File: config.mk
export PLATFORM = sky130hd
export DESIGN_NAME = vector_issue_queue
export DESIGN_NICKNAME = d
export VERILOG_FILES = /design/src/rtl/typedef_pkg.sv /design/src/rtl/vector_issue_fifo.sv /design/src/rtl/vector_issue_queue.sv
export SDC_FILE = /design/constraint.sdc
export NUM_CORES = 1
export LEC_CHECK = 0
export BUFFER_PORTS_ARGS = -buffer_cell sky130_fd_sc_hd__buf_2
export CAP_MARGIN = 20
export CORE_MARGIN = 10
export CORE_UTILIZATION = 50
export DETAILED_ROUTE_END_ITERATION = 10
export GPL_ROUTABILITY_DRIVEN = 0
export PLACE_DENSITY = 0.7
export REMOVE_ABC_BUFFERS = 1
export SLEW_MARGIN = 20
export SYNTH_ARGS = -nofsm -noshare
export SYNTH_HDL_FRONTEND = slang
export SYNTH_SLANG_ARGS = --single-unit
File: constraint.sdc
create_clock -name clk -period 12.2 [get_ports clk]
set_input_delay 1.22 -clock clk [delete_from_list [all_inputs] [get_ports clk]]
set_output_delay 1.22 -clock clk [all_outputs]
set_load 0.01 [all_outputs]
File: src/rtl/typedef_pkg.sv
// Shared definitions for the vector issue queue.
// Holds the RISC-V V opcode / funct3 / mop encodings, the V_CU class map
// (bit indices and one-hot valid constants), the head FSM state type and
// the queue entry layout.
package typedef_pkg;

  localparam logic [6:0] OPC_V_LD    = 7'b0000111;
  localparam logic [6:0] OPC_V_ST    = 7'b0100111;
  localparam logic [6:0] OPC_V_ARITH = 7'b1010111;

  localparam logic [2:0] F3_OPIVV = 3'b000;
  localparam logic [2:0] F3_OPFVV = 3'b001;
  localparam logic [2:0] F3_OPMVV = 3'b010;
  localparam logic [2:0] F3_OPIVI = 3'b011;
  localparam logic [2:0] F3_OPIVX = 3'b100;
  localparam logic [2:0] F3_OPFVF = 3'b101;
  localparam logic [2:0] F3_OPMVX = 3'b110;
  localparam logic [2:0] F3_OPCFG = 3'b111;

  localparam logic [1:0] MOP_UNIT      = 2'b00;
  localparam logic [1:0] MOP_IDX_UNORD = 2'b01;
  localparam logic [1:0] MOP_STRIDED   = 2'b10;
  localparam logic [1:0] MOP_IDX_ORD   = 2'b11;

  localparam int CLASS_W = 11;

  localparam int CLS_OPIVV     = 0;
  localparam int CLS_OPIVX     = 1;
  localparam int CLS_OPIVI     = 2;
  localparam int CLS_OPMVV     = 3;
  localparam int CLS_OPMVX     = 4;
  localparam int CLS_OPMVV_101 = 5;
  localparam int CLS_OPMVX_101 = 6;
  localparam int CLS_OPF       = 7;
  localparam int CLS_LOAD      = 8;
  localparam int CLS_LOAD_IDX  = 9;
  localparam int CLS_STORE     = 10;

  localparam logic [CLASS_W-1:0] OPIVV_VLD     = CLASS_W'(1) << CLS_OPIVV;
  localparam logic [CLASS_W-1:0] OPIVX_VLD     = CLASS_W'(1) << CLS_OPIVX;
  localparam logic [CLASS_W-1:0] OPIVI_VLD     = CLASS_W'(1) << CLS_OPIVI;
  localparam logic [CLASS_W-1:0] OPMVV_VLD     = CLASS_W'(1) << CLS_OPMVV;
  localparam logic [CLASS_W-1:0] OPMVX_VLD     = CLASS_W'(1) << CLS_OPMVX;
  localparam logic [CLASS_W-1:0] OPMVV_101_VLD = CLASS_W'(1) << CLS_OPMVV_101;
  localparam logic [CLASS_W-1:0] OPMVX_101_VLD = CLASS_W'(1) << CLS_OPMVX_101;
  localparam logic [CLASS_W-1:0] OPF_VLD       = CLASS_W'(1) << CLS_OPF;
  localparam logic [CLASS_W-1:0] LOAD_VLD      = CLASS_W'(1) << CLS_LOAD;
  localparam logic [CLASS_W-1:0] LOAD_IDX_VLD  = CLASS_W'(1) << CLS_LOAD_IDX;
  localparam logic [CLASS_W-1:0] STORE_VLD     = CLASS_W'(1) << CLS_STORE;

  typedef enum logic [2:0] {
    ST_IDLE,
    ST_MCU_REQ,
    ST_WAIT_BUF,
    ST_VCU_ISSUE,
    ST_IDX2_REQ
  } head_state_t;

  typedef struct packed {
    logic [31:0] instr;
    logic [31:0] rs1;
    logic [31:0] rs2;
    logic [1:0]  sew;
  } queue_entry_t;

  // Class of an OP-V arithmetic instruction. OPFVV/OPFVF share the FP
  // class. OPCFG (vsetvl*) is resolved by the scalar core and has no V_CU
  // class, so it returns zero and the head logic drops it as illegal.
  function automatic logic [CLASS_W-1:0] arith_class(input logic [2:0] funct3,
                                                     input logic [2:0] funct6_hi);
    logic [CLASS_W-1:0] cls;
    logic               hi101;
    hi101 = (funct6_hi == 3'b101);
    cls   = '0;
    case (funct3)
      F3_OPIVV: cls = OPIVV_VLD;
      F3_OPIVX: cls = OPIVX_VLD;
      F3_OPIVI: cls = OPIVI_VLD;
      F3_OPMVV: cls = hi101 ? OPMVV_101_VLD : OPMVV_VLD;
      F3_OPMVX: cls = hi101 ? OPMVX_101_VLD : OPMVX_VLD;
      F3_OPFVV: cls = OPF_VLD;
      F3_OPFVF: cls = OPF_VLD;
      default:  cls = '0;
    endcase
    return cls;
  endfunction

endpackage

File: src/rtl/vector_issue_fifo.sv
// In-order storage for dispatched vector instructions.
// Ports:
//   clk, rst          clock, synchronous active-high reset (clears contents)
//   i_push, i_wdata   write an entry at the tail (ignored when full)
//   i_pop             drop the head entry (ignored when empty)
//   o_head            entry at the head pointer
//   o_full, o_empty   occupancy flags from the registered count
//   o_count           occupancy
module vector_issue_fifo
  import typedef_pkg::*;
#(
  parameter int DEPTH = 4,
  parameter int CNT_W = $clog2(DEPTH) + 1
) (
  input  logic             clk,
  input  logic             rst,
  input  logic             i_push,
  input  queue_entry_t     i_wdata,
  input  logic             i_pop,
  output queue_entry_t     o_head,
  output logic             o_full,
  output logic             o_empty,
  output logic [CNT_W-1:0] o_count
);

  localparam int PTR_W = $clog2(DEPTH);
  localparam logic [CNT_W-1:0] FULL_CNT = CNT_W'(DEPTH);

  queue_entry_t     r_mem [DEPTH];
  logic [PTR_W-1:0] r_wptr;
  logic [PTR_W-1:0] r_rptr;
  logic [CNT_W-1:0] r_count;

  logic w_do_push;
  logic w_do_pop;

  assign o_full    = (r_count == FULL_CNT);
  assign o_empty   = (r_count == '0);
  assign w_do_push = i_push && !o_full;
  assign w_do_pop  = i_pop && !o_empty;
  assign o_head    = r_mem[r_rptr];
  assign o_count   = r_count;

  // Contents are cleared on reset so the head-driven data outputs read 0.
  always_ff @(posedge clk) begin
    if (rst) begin
      r_wptr  <= '0;
      r_rptr  <= '0;
      r_count <= '0;
      for (int i = 0; i < DEPTH; i++) begin
        r_mem[i] <= '0;
      end
    end else begin
      if (w_do_push) begin
        r_mem[r_wptr] <= i_wdata;
        r_wptr        <= r_wptr + PTR_W'(1);
      end
      if (w_do_pop) begin
        r_rptr <= r_rptr + PTR_W'(1);
      end
      case ({w_do_push, w_do_pop})
        2'b10:   r_count <= r_count + CNT_W'(1);
        2'b01:   r_count <= r_count - CNT_W'(1);
        default: r_count <= r_count;
      endcase
    end
  end

endmodule

File: src/rtl/vector_issue_queue.sv
// DEPTH-entry issue queue between the scalar core's vector dispatch port
// and V_CU / M_CU. The head entry is decoded and issued in order: memory ops
// first run their M_CU descriptor handshake (and for loads wait for the
// buffered pulse), then every instruction is issued to V_CU on a one-hot
// class valid. Indexed-unordered loads are expanded into a second,
// unit-stride part before the entry is popped.
// Ports:
//   clk, rst                          clock, synchronous active-high reset
//   vector_instr_vld_i/_i, rs1_i,
//   rs2_i, sew_i                      dispatch (accepted when not stalled)
//   vector_stall_o                    queue full
//   instr_vld_o / instr_rdy_i         one-hot class issue handshake to V_CU
//   vector_instr_o                    head instruction (part 2 when expanded)
//   mcu_ld_*, mcu_st_*                M_CU load/store descriptor handshakes
//   mcu_base_addr_o .. mcu_idx_ld_st_o descriptor fields of the head
//   illegal_o                         pulse: unrecognised head dropped
//   q_count_o                         occupancy
//   dbg_state_o                       head FSM state
//
// Handshakes: a transfer happens in a cycle where valid and ready are both
// high; once raised, a valid and its data stay unchanged until that cycle.
module vector_issue_queue
  import typedef_pkg::*;
#(
  parameter int DEPTH       = 4,
  parameter int NUM_CLASSES = 11,
  parameter int CNT_W       = $clog2(DEPTH) + 1
) (
  input  logic                   clk,
  input  logic                   rst,
  input  logic                   vector_instr_vld_i,
  input  logic [31:0]            vector_instr_i,
  input  logic [31:0]            rs1_i,
  input  logic [31:0]            rs2_i,
  input  logic [1:0]             sew_i,
  output logic                   vector_stall_o,
  input  logic [NUM_CLASSES-1:0] instr_rdy_i,
  output logic [NUM_CLASSES-1:0] instr_vld_o,
  output logic [31:0]            vector_instr_o,
  output logic                   mcu_ld_vld_o,
  input  logic                   mcu_ld_rdy_i,
  input  logic                   mcu_ld_buffered_i,
  output logic                   mcu_st_vld_o,
  input  logic                   mcu_st_rdy_i,
  output logic [31:0]            mcu_base_addr_o,
  output logic [31:0]            mcu_stride_o,
  output logic [2:0]             mcu_data_width_o,
  output logic                   mcu_unit_ld_st_o,
  output logic                   mcu_strided_ld_st_o,
  output logic                   mcu_idx_ld_st_o,
  output logic                   illegal_o,
  output logic [CNT_W-1:0]       q_count_o,
  output head_state_t            dbg_state_o
);

  head_state_t r_state;
  head_state_t w_next_state;
  logic        r_part2;

  queue_entry_t     w_wdata;
  queue_entry_t     w_head;
  logic             w_full;
  logic             w_empty;
  logic [CNT_W-1:0] w_count;
  logic             w_push;
  logic             w_pop;

  logic [31:0]            w_part2_instr;
  logic [31:0]            w_instr;
  logic [6:0]             w_opc;
  logic [1:0]             w_mop;
  logic                   w_is_ld;
  logic                   w_is_st;
  logic                   w_is_mem;
  logic [CLASS_W-1:0]     w_class;
  logic [NUM_CLASSES-1:0] w_class_vec;
  logic [NUM_CLASSES-1:0] w_instr_vld;
  logic                   w_issue_hs;
  logic                   w_ld_vld;
  logic                   w_st_vld;
  logic                   w_illegal;
  logic                   w_set_part2;
  logic                   w_clr_part2;

  assign w_wdata = '{instr: vector_instr_i, rs1: rs1_i, rs2: rs2_i, sew: sew_i};
  assign w_push  = vector_instr_vld_i && !w_full;

  vector_issue_fifo #(
    .DEPTH (DEPTH),
    .CNT_W (CNT_W)
  ) u_fifo (
    .clk     (clk),
    .rst     (rst),
    .i_push  (w_push),
    .i_wdata (w_wdata),
    .i_pop   (w_pop),
    .o_head  (w_head),
    .o_full  (w_full),
    .o_empty (w_empty),
    .o_count (w_count)
  );

  // Part 2 of an indexed load: mop forced to unit-stride and the width field
  // replaced by the SEW captured at dispatch (zero-extended to 3 bits).
  assign w_part2_instr = {w_head.instr[31:28], 2'b00, w_head.instr[25:15],
                          1'b0, w_head.sew, w_head.instr[11:0]};
  assign w_instr  = r_part2 ? w_part2_instr : w_head.instr;
  assign w_opc    = w_instr[6:0];
  assign w_mop    = w_instr[27:26];
  assign w_is_ld  = (w_opc == OPC_V_LD);
  assign w_is_st  = (w_opc == OPC_V_ST);
  assign w_is_mem = w_is_ld || w_is_st;

  always_comb begin
    w_class = '0;
    if (w_is_ld) begin
      w_class = (w_mop == MOP_IDX_UNORD) ? LOAD_IDX_VLD : LOAD_VLD;
    end else if (w_is_st) begin
      w_class = STORE_VLD;
    end else if (w_opc == OPC_V_ARITH) begin
      w_class = arith_class(w_instr[14:12], w_instr[31:29]);
    end
  end

  assign w_class_vec = NUM_CLASSES'(w_class);
  assign w_issue_hs  = |(w_instr_vld & instr_rdy_i);

  always_ff @(posedge clk) begin
    if (rst) begin
      r_state <= ST_IDLE;
      r_part2 <= 1'b0;
    end else begin
      r_state <= w_next_state;
      if (w_set_part2) begin
        r_part2 <= 1'b1;
      end else if (w_clr_part2) begin
        r_part2 <= 1'b0;
      end
    end
  end

  // Arithmetic heads are offered to V_CU straight from IDLE so a freshly
  // enqueued instruction issues the next cycle and back-to-back issue runs
  // at one per cycle; VCU_ISSUE only holds an offer that was not taken.
  always_comb begin
    w_next_state = r_state;
    w_instr_vld  = '0;
    w_ld_vld     = 1'b0;
    w_st_vld     = 1'b0;
    w_pop        = 1'b0;
    w_illegal    = 1'b0;
    w_set_part2  = 1'b0;
    w_clr_part2  = 1'b0;
    case (r_state)
      ST_IDLE: begin
        if (!w_empty) begin
          if (w_is_mem) begin
            w_next_state = ST_MCU_REQ;
          end else if (w_class != '0) begin
            w_instr_vld = w_class_vec;
            if (w_issue_hs) begin
              w_pop = 1'b1;
            end else begin
              w_next_state = ST_VCU_ISSUE;
            end
          end else begin
            w_pop     = 1'b1;
            w_illegal = 1'b1;
          end
        end
      end
      ST_MCU_REQ: begin
        if (w_is_ld) begin
          w_ld_vld = 1'b1;
          if (mcu_ld_rdy_i) begin
            w_next_state = ST_WAIT_BUF;
          end
        end else begin
          w_st_vld = 1'b1;
          if (mcu_st_rdy_i) begin
            w_next_state = ST_VCU_ISSUE;
          end
        end
      end
      ST_WAIT_BUF: begin
        if (mcu_ld_buffered_i) begin
          w_next_state = ST_VCU_ISSUE;
        end
      end
      ST_VCU_ISSUE: begin
        w_instr_vld = w_class_vec;
        if (w_issue_hs) begin
          // Part 2 has mop=unit, so this only fires for part 1.
          if (w_is_ld && (w_mop == MOP_IDX_UNORD)) begin
            w_set_part2  = 1'b1;
            w_next_state = ST_IDX2_REQ;
          end else begin
            w_pop        = 1'b1;
            w_clr_part2  = 1'b1;
            w_next_state = ST_IDLE;
          end
        end
      end
      ST_IDX2_REQ: begin
        w_next_state = ST_MCU_REQ;
      end
      default: begin
        w_next_state = ST_IDLE;
      end
    endcase
  end

  assign vector_stall_o      = w_full;
  assign instr_vld_o         = w_instr_vld;
  assign vector_instr_o      = w_instr;
  assign mcu_ld_vld_o        = w_ld_vld;
  assign mcu_st_vld_o        = w_st_vld;
  assign mcu_base_addr_o     = w_head.rs1;
  assign mcu_stride_o        = w_head.rs2;
  assign mcu_data_width_o    = w_instr[14:12];
  assign mcu_unit_ld_st_o    = w_is_mem && (w_mop == MOP_UNIT);
  assign mcu_strided_ld_st_o = w_is_mem && (w_mop == MOP_STRIDED);
  assign mcu_idx_ld_st_o     = w_is_mem && (w_mop == MOP_IDX_UNORD);
  assign illegal_o           = w_illegal;
  assign q_count_o           = w_count;
  assign dbg_state_o         = r_state;

endmodule

==> impl_metrics.ini, run 1 <==
[outcome]
status = complete, no violations

[timing]
hold_ws_ps = 526
fin_skew_ps = 13.7
worst_pin_slew_ps = 1100
hold_viol_final = 0
setup_viol = 0
tns_ps = 0
rsz0062_at_grt = false
finalCritPeriodShare_pct = 43.4
min_period_ps = 5300
slew_viol_final = 0
relSlewSlack_pct = 26.9
setup_ws_ps = 6900
fmax_mhz = 189

[die]
start_util_pct = 50.7
die_x_um = 207
die_h_um = 207
coreArea_sq_um = 34600
std_cell_rows = 68
ios = 238
dieArea_sq_um = 43000

[route]
drt.antenna.violating_nets = 0
drt_iter0_markers = 691
wl_per_cell_um = 21.2
vias_per_cell = 5.42
wirelength_um = 40400
route.vias.total = 10321
drc = 0
drt_pre_antenna_iters = 7

[cts]
cts_tree = done
clkSinkCount = 405
clk_pin_slew_worst_paths_ps = 60
insertion_delay_ps = 540
cts_hold_buf = 0
cts_made_buffers = 42
cts_resized = 0
root_buffer = clkbuf_16
cts_setup_buffers = 0
cts_buffer_depth = 3
cts-htree-levels = 2

[logic_synthesis]
synth_compound_area_share_pct = 1.38
synth_mux_area_share_pct = 13.0
synth_commonest_cells = edfxtp_1, nor2_1, nand2_1
synthCells = 1203
synth_edf_count = 392
synth-main-ff-cell = edfxtp_1
post_synth_num_cell_types = 57
syn_area_per_cell_sq_um = 14.6
yosysMostFrequentCell = edfxtp_1
yosysTopAreaCell = edfxtp_1
async_reset_ff_share_pct = 0
synth_area_sq_um = 17600
synth_xor_area_share_pct = 0.249
synth-simple-area-share_pct = 12.5
synth_warnings = 0
synth.ff_latch_count = 405
synth_top_family_by_area = multiplexers
synth_top_area_share_pct = 67.0
yosys-top-cells-area = edfxtp_1, mux4_2, nor2_1, and2_1, nand2_1
yosysSeqAreaShare_pct = 68.5
synth_fa_ha_area_share_pct = 0.185

[grt]
grt_remaining_overflow = 0
grt_max_degree = 71
grt_pass1_wl_um = 62600
grt_pass1_vias = 10745
grt.total_usage_pct = 18.5
antenna_found_initial = 1

[finish]
nets = 1543
instances_no_fill = 1905
area_growth_syn_to_layout_pct = 16.0
drive_above_1_share_pct = 28.8

[placement]
dp.cells = 1837
dpl_worst_slack_ps = 7350
port_buffers = 237
dp_hpwl_um = 24100

[setup_path]
r2r_setup_slack_ps = 7370
endpoint_kind = output port
worstPathArrival_ps = 4080
cp_slowest_cell = dfxtp_4
startpoint_type = register
crit_chain = buf_4, mux4_2, nand4b_4, or3_4, a21oi_4, and2_1, nand3_1, nor2b_1, buf_2
cp_data_required_time_ps = 10980
critical_path_class = reg2out
r2r_end = u_fifo.o_count[2]$_SDFFE_PP0P_
worst-r2r-cell-count = 13
cpPeakStageDelay_ps = 850
cp_max_fo = 54

[hold_path]
min_from = u_fifo.o_count[2]$_SDFFE_PP0P_
min_path_type = reg2reg
min_path_cells = 2
whs_endpoint = u_fifo.o_count[2]$_SDFFE_PP0P_

[pwr]
power_frac_clock_pct = 30.4
power.switching_uw = 1080
p_leak_uw = 0.00826
power.internal_uw = 2740
power_frac_seq_pct = 46.6
ir_drop_v = 0.000102
p_per_area_nw_per_um2 = 187
power.total_uw = 3820
comb_power_share_pct = 23.0
p_sw_share_pct = 28.2

[job]
drv_cap = 0
## state kept, by name (all words and copies together), names as in the netlist, named ones only
name            flops
u_fifo.r_mem      392
dbg_state_o         3
u_fifo.o_count      3
u_fifo.r_rptr       2
u_fifo.r_wptr       2
r_part2             1
## metrics by stage
stage	instance area, sq um	utilization [%]
finish	20400	58.8
global route	20400	58.8
CTS	20400	58.8
detailed placement	19200	55.3
global placement	19200	55.3
floorplan	17200	-
## layer usage
| layer | GRT usage (%) | up-vias | wire [um] |
|---|---|---|---|
| li1 | - | 4734 | - |
| met1 | 24.3 | 5164 | 16700 |
| met2 | 30.9 | 369 | 20000 |
| met3 | 3.93 | 52 | 3020 |
| met4 | 4.49 | 2 | 659 |
| met5 | 0 | - | 9 |
## power by group through the flow
stage	Clock, uW	Sequential, uW	Combinational [uW]
floorplan	0	1840	551
global placement	0	1800	891
detailed placement	0	1810	896
CTS	1180	1780	899
global route	1240	1800	960
finish	1160	1780	879
## worst max-delay path: cells and delay by family, from the launching register on
family / cells / cell delay [ps]
AOI/OAI and AO/OA: 1 / 180
buffers and inverters: 2 / 940
DFF: 1 / 850
muxes: 1 / 440
and+or+nand+nor: 5 / 1070
## placed cells by master, fill, tap and decap left out, types with 5 or more instances in the layout
cell	synthesis	layout
edfxtp_1	392	392
buf_2	1	237
nor2_1	216	215
nand2_1	112	112
inv_1	108	108
and2_1	100	100
mux4_2	96	96
clkbuf_16	0	43
buf_4	7	13
clkbuf_1	50	12
dfxtp_1	13	11
a21oi_1	8	8
or3_1	7	7
nand3_1	6	6
mux2i_1	6	6
nor2b_1	6	6
clkinv_1	0	5
## final cells by class
class / instances / area (sq um)
sequential: 405 / 12000
inverter: 109 / 409
clock buffer: 56 / 1130
tap: 455 / 569
multi-input combinational: 618 / 4850
fill: 2719 / 14300
antenna: 1 / 2.50
clock inverter: 11 / 77.6
timing repair buffer: 250 / 1280
## worst max-delay path by stage
stage | endpoint | slack, ps
2_1_floorplan | u_fifo.r_mem[0][0]$_SDFFCE_PN0P_ | 4170
3_3_place_gp | u_fifo.o_count[2]$_SDFFE_PP0P_ | 7390
3_5_place_dp | u_fifo.o_count[2]$_SDFFE_PP0P_ | 7350
4_1_cts | instr_vld_o[4] | 6850
5_1_grt | illegal_o | 6600
6_report | instr_vld_o[4] | 6900
## cell families after synthesis
family,count (synthesis)
AOI/OAI and AO/OA,30
xor gates and xnor gates,5
adders and majority gates,2
buffers and inverters,180
DFF,405
muxes,105
and+or+nand+nor,476
(Power assumes the default switching activity.)
==> run 2: changes to the inputs <==
Settings changed: PLACE_DENSITY 0.7 to 0.73.
Clock period 12.2 ns to 4.75 ns, I/O delays scaled along.
==> impl_metrics.ini, run 2 (synthesis gave the netlist of run 1 again) <==
[route]
wirelength_um = 41300
drc = 0
drt_pre_antenna_iters = 7
route.vias.total = 10481
vias_per_cell = 5.44
drt.antenna.violating_nets = 0
wl_per_cell_um = 21.4
drt_iter0_markers = 861

[grt]
grt.total_usage_pct = 18.8
grt_remaining_overflow = 0
use_met1_pct = 24.0
grt_busiest_layer = met2
grtUsageMet3_pct = 4.74
grt_max_degree = 99
grtUsageMet2_pct = 31.5
antenna_found_initial = 7
grt_pass1_vias = 11159
grt_pass1_wl_um = 64000

[placement]
dp.cells = 1844
dpl_worst_slack_ps = 719
dp_hpwl_um = 24700
port_buffers = 237

[setup_path]
r2r_end = u_fifo.o_count[2]$_SDFFE_PP0P_
worstPathArrival_ps = 4480
cp_slowest_cell = dfxtp_4
endpoint_kind = register
r2r_setup_slack_ps = 730
crit_chain = buf_4, mux4_2, nor3b_2, nor2b_1, a221o_1, nand2_1, a31oi_2, ha_1, inv_1, fa_1, xor2_1, or3_1, a21oi_1
cp_max_fo = 21
worst-r2r-cell-count = 13
startpoint_type = register
endpoint = u_fifo.o_count[2]$_SDFFE_PP0P_
critical_path_class = reg2reg
cp_data_required_time_ps = 5210
cpPeakStageDelay_ps = 590

[cts]
root_buffer = clkbuf_16
cts-htree-levels = 2
cts_buffer_depth = 3
clkSinkCount = 405
cts_hold_buf = 0
clk_pin_slew_worst_paths_ps = 60
cts_resized = 0
cts_made_buffers = 42
cts_setup_buffers = 0
cts_tree = done
insertion_delay_ps = 540

[hold_path]
min_path_type = in2reg

[finish]
largest_register = u_fifo.r_mem
layout_commonest_cell = edfxtp_1
drive_above_1_share_pct = 29.5
instances_no_fill = 1925
area_growth_syn_to_layout_pct = 17.4
largest_register_ffs = 392
nFillCells = 2707
mostFrequentLayoutCells = edfxtp_1, buf_2, nor2_1, nand2_1, inv_1
nets = 1550

[die]
die_h_um = 207
coreArea_sq_um = 34600
start_util_pct = 50.7
std_cell_rows = 68
ios = 238
dieArea_sq_um = 43000
die_x_um = 207

[timing]
hold_viol_final = 0
setup_viol = 0
min_period_ps = 4020
finalCritPeriodShare_pct = 84.7
worst_pin_slew_ps = 1030
fmax_mhz = 249
slew_viol_final = 0
setup_ws_ps = 726
relSlewSlack_pct = 31.5
fin_skew_ps = 13.7
rsz0062_at_grt = false

[outcome]
status = complete, no violations

[job]
drv_cap = 0

[pwr]
p_per_area_nw_per_um2 = 491
ir_drop_v = 0.000290
p_leak_uw = 0.00838
[run 2: changes by cell type in the layout (fill, tap and decap cells not counted), sizes merged]
cell / before / now
bufinv: 1 / 3
clkinvlp: 0 / 1
clkbuf: 56 / 60
buf: 250 / 257
diode: 1 / 4
clkinv: 9 / 12
[run 2: through the flow]
stage | TNS, ps | util (%) | hold WS [ps] | total power [uW] | instance area (sq um)
global route | 0 | 59.5 | 215 | 10600 | 20600
global placement | 0 | 55.5 | 507 | 6920 | 19200
floorplan | -991850 | - | 488 | 6130 | 17200
detailed placement | 0 | 55.5 | 509 | 6970 | 19200
finish | 0 | 59.5 | 227 | 10100 | 20600
CTS | 0 | 59.5 | 201 | 10200 | 20600
[run 2: metal layers]
layer  share of wire, %  vias up
met1                 41     5287
met2                 49      365
met5               0.12        -
met4                1.8        8
met3                7.4       63
li1                   -     4758
[run 2: critical path, delay by kind of cell, from the launching register on]
family / cells / cell delay [ps]
mux: 1 / 560
flops: 1 / 590
buf+inv: 2 / 420
fa+ha+maj: 2 / 610
xor+xnor: 1 / 150
compound gates: 3 / 650
simple gates: 4 / 970
[run 2: final cells by class]
class | count | area (sq um) | area share [%]
tap | 455 | 569 | 2.76
timing repair buffer | 257 | 1360 | 6.60
inverter | 109 | 409 | 1.98
antenna | 4 | 10.0 | 0.0486
sequential | 405 | 12000 | 58.4
clock inverter | 17 | 156 | 0.759
clock buffer | 60 | 1210 | 5.88
multi-input combinational | 618 | 4850 | 23.6
[run 2: how the worst min path moves through the flow]
stage                                              start                                 to  slack, ps  depth (start not counted)
after floorplan            u_fifo.r_rptr[1]$_SDFFE_PP0P_                           register        490                          3
after global placement    u_fifo.o_count[2]$_SDFFE_PP0P_     u_fifo.o_count[2]$_SDFFE_PP0P_        510                          2
after detailed placement  u_fifo.o_count[2]$_SDFFE_PP0P_     u_fifo.o_count[2]$_SDFFE_PP0P_        510                          2
after CTS                             vector_instr_i[25]  u_fifo.r_mem[0][91]$_SDFFCE_PN0P_        200                          2
after global routing                           rs1_i[18]  u_fifo.r_mem[0][52]$_SDFFCE_PN0P_        220                          2
final                                 vector_instr_i[25]  u_fifo.r_mem[0][91]$_SDFFCE_PN0P_        230                          2
[run 2: report_power, final]
part	switching [uW]	internal [uW]	total (uW)
registers	169	4370	4540
logic	1350	969	2320
clock network	1320	1940	3260
total	2840	7280	10100
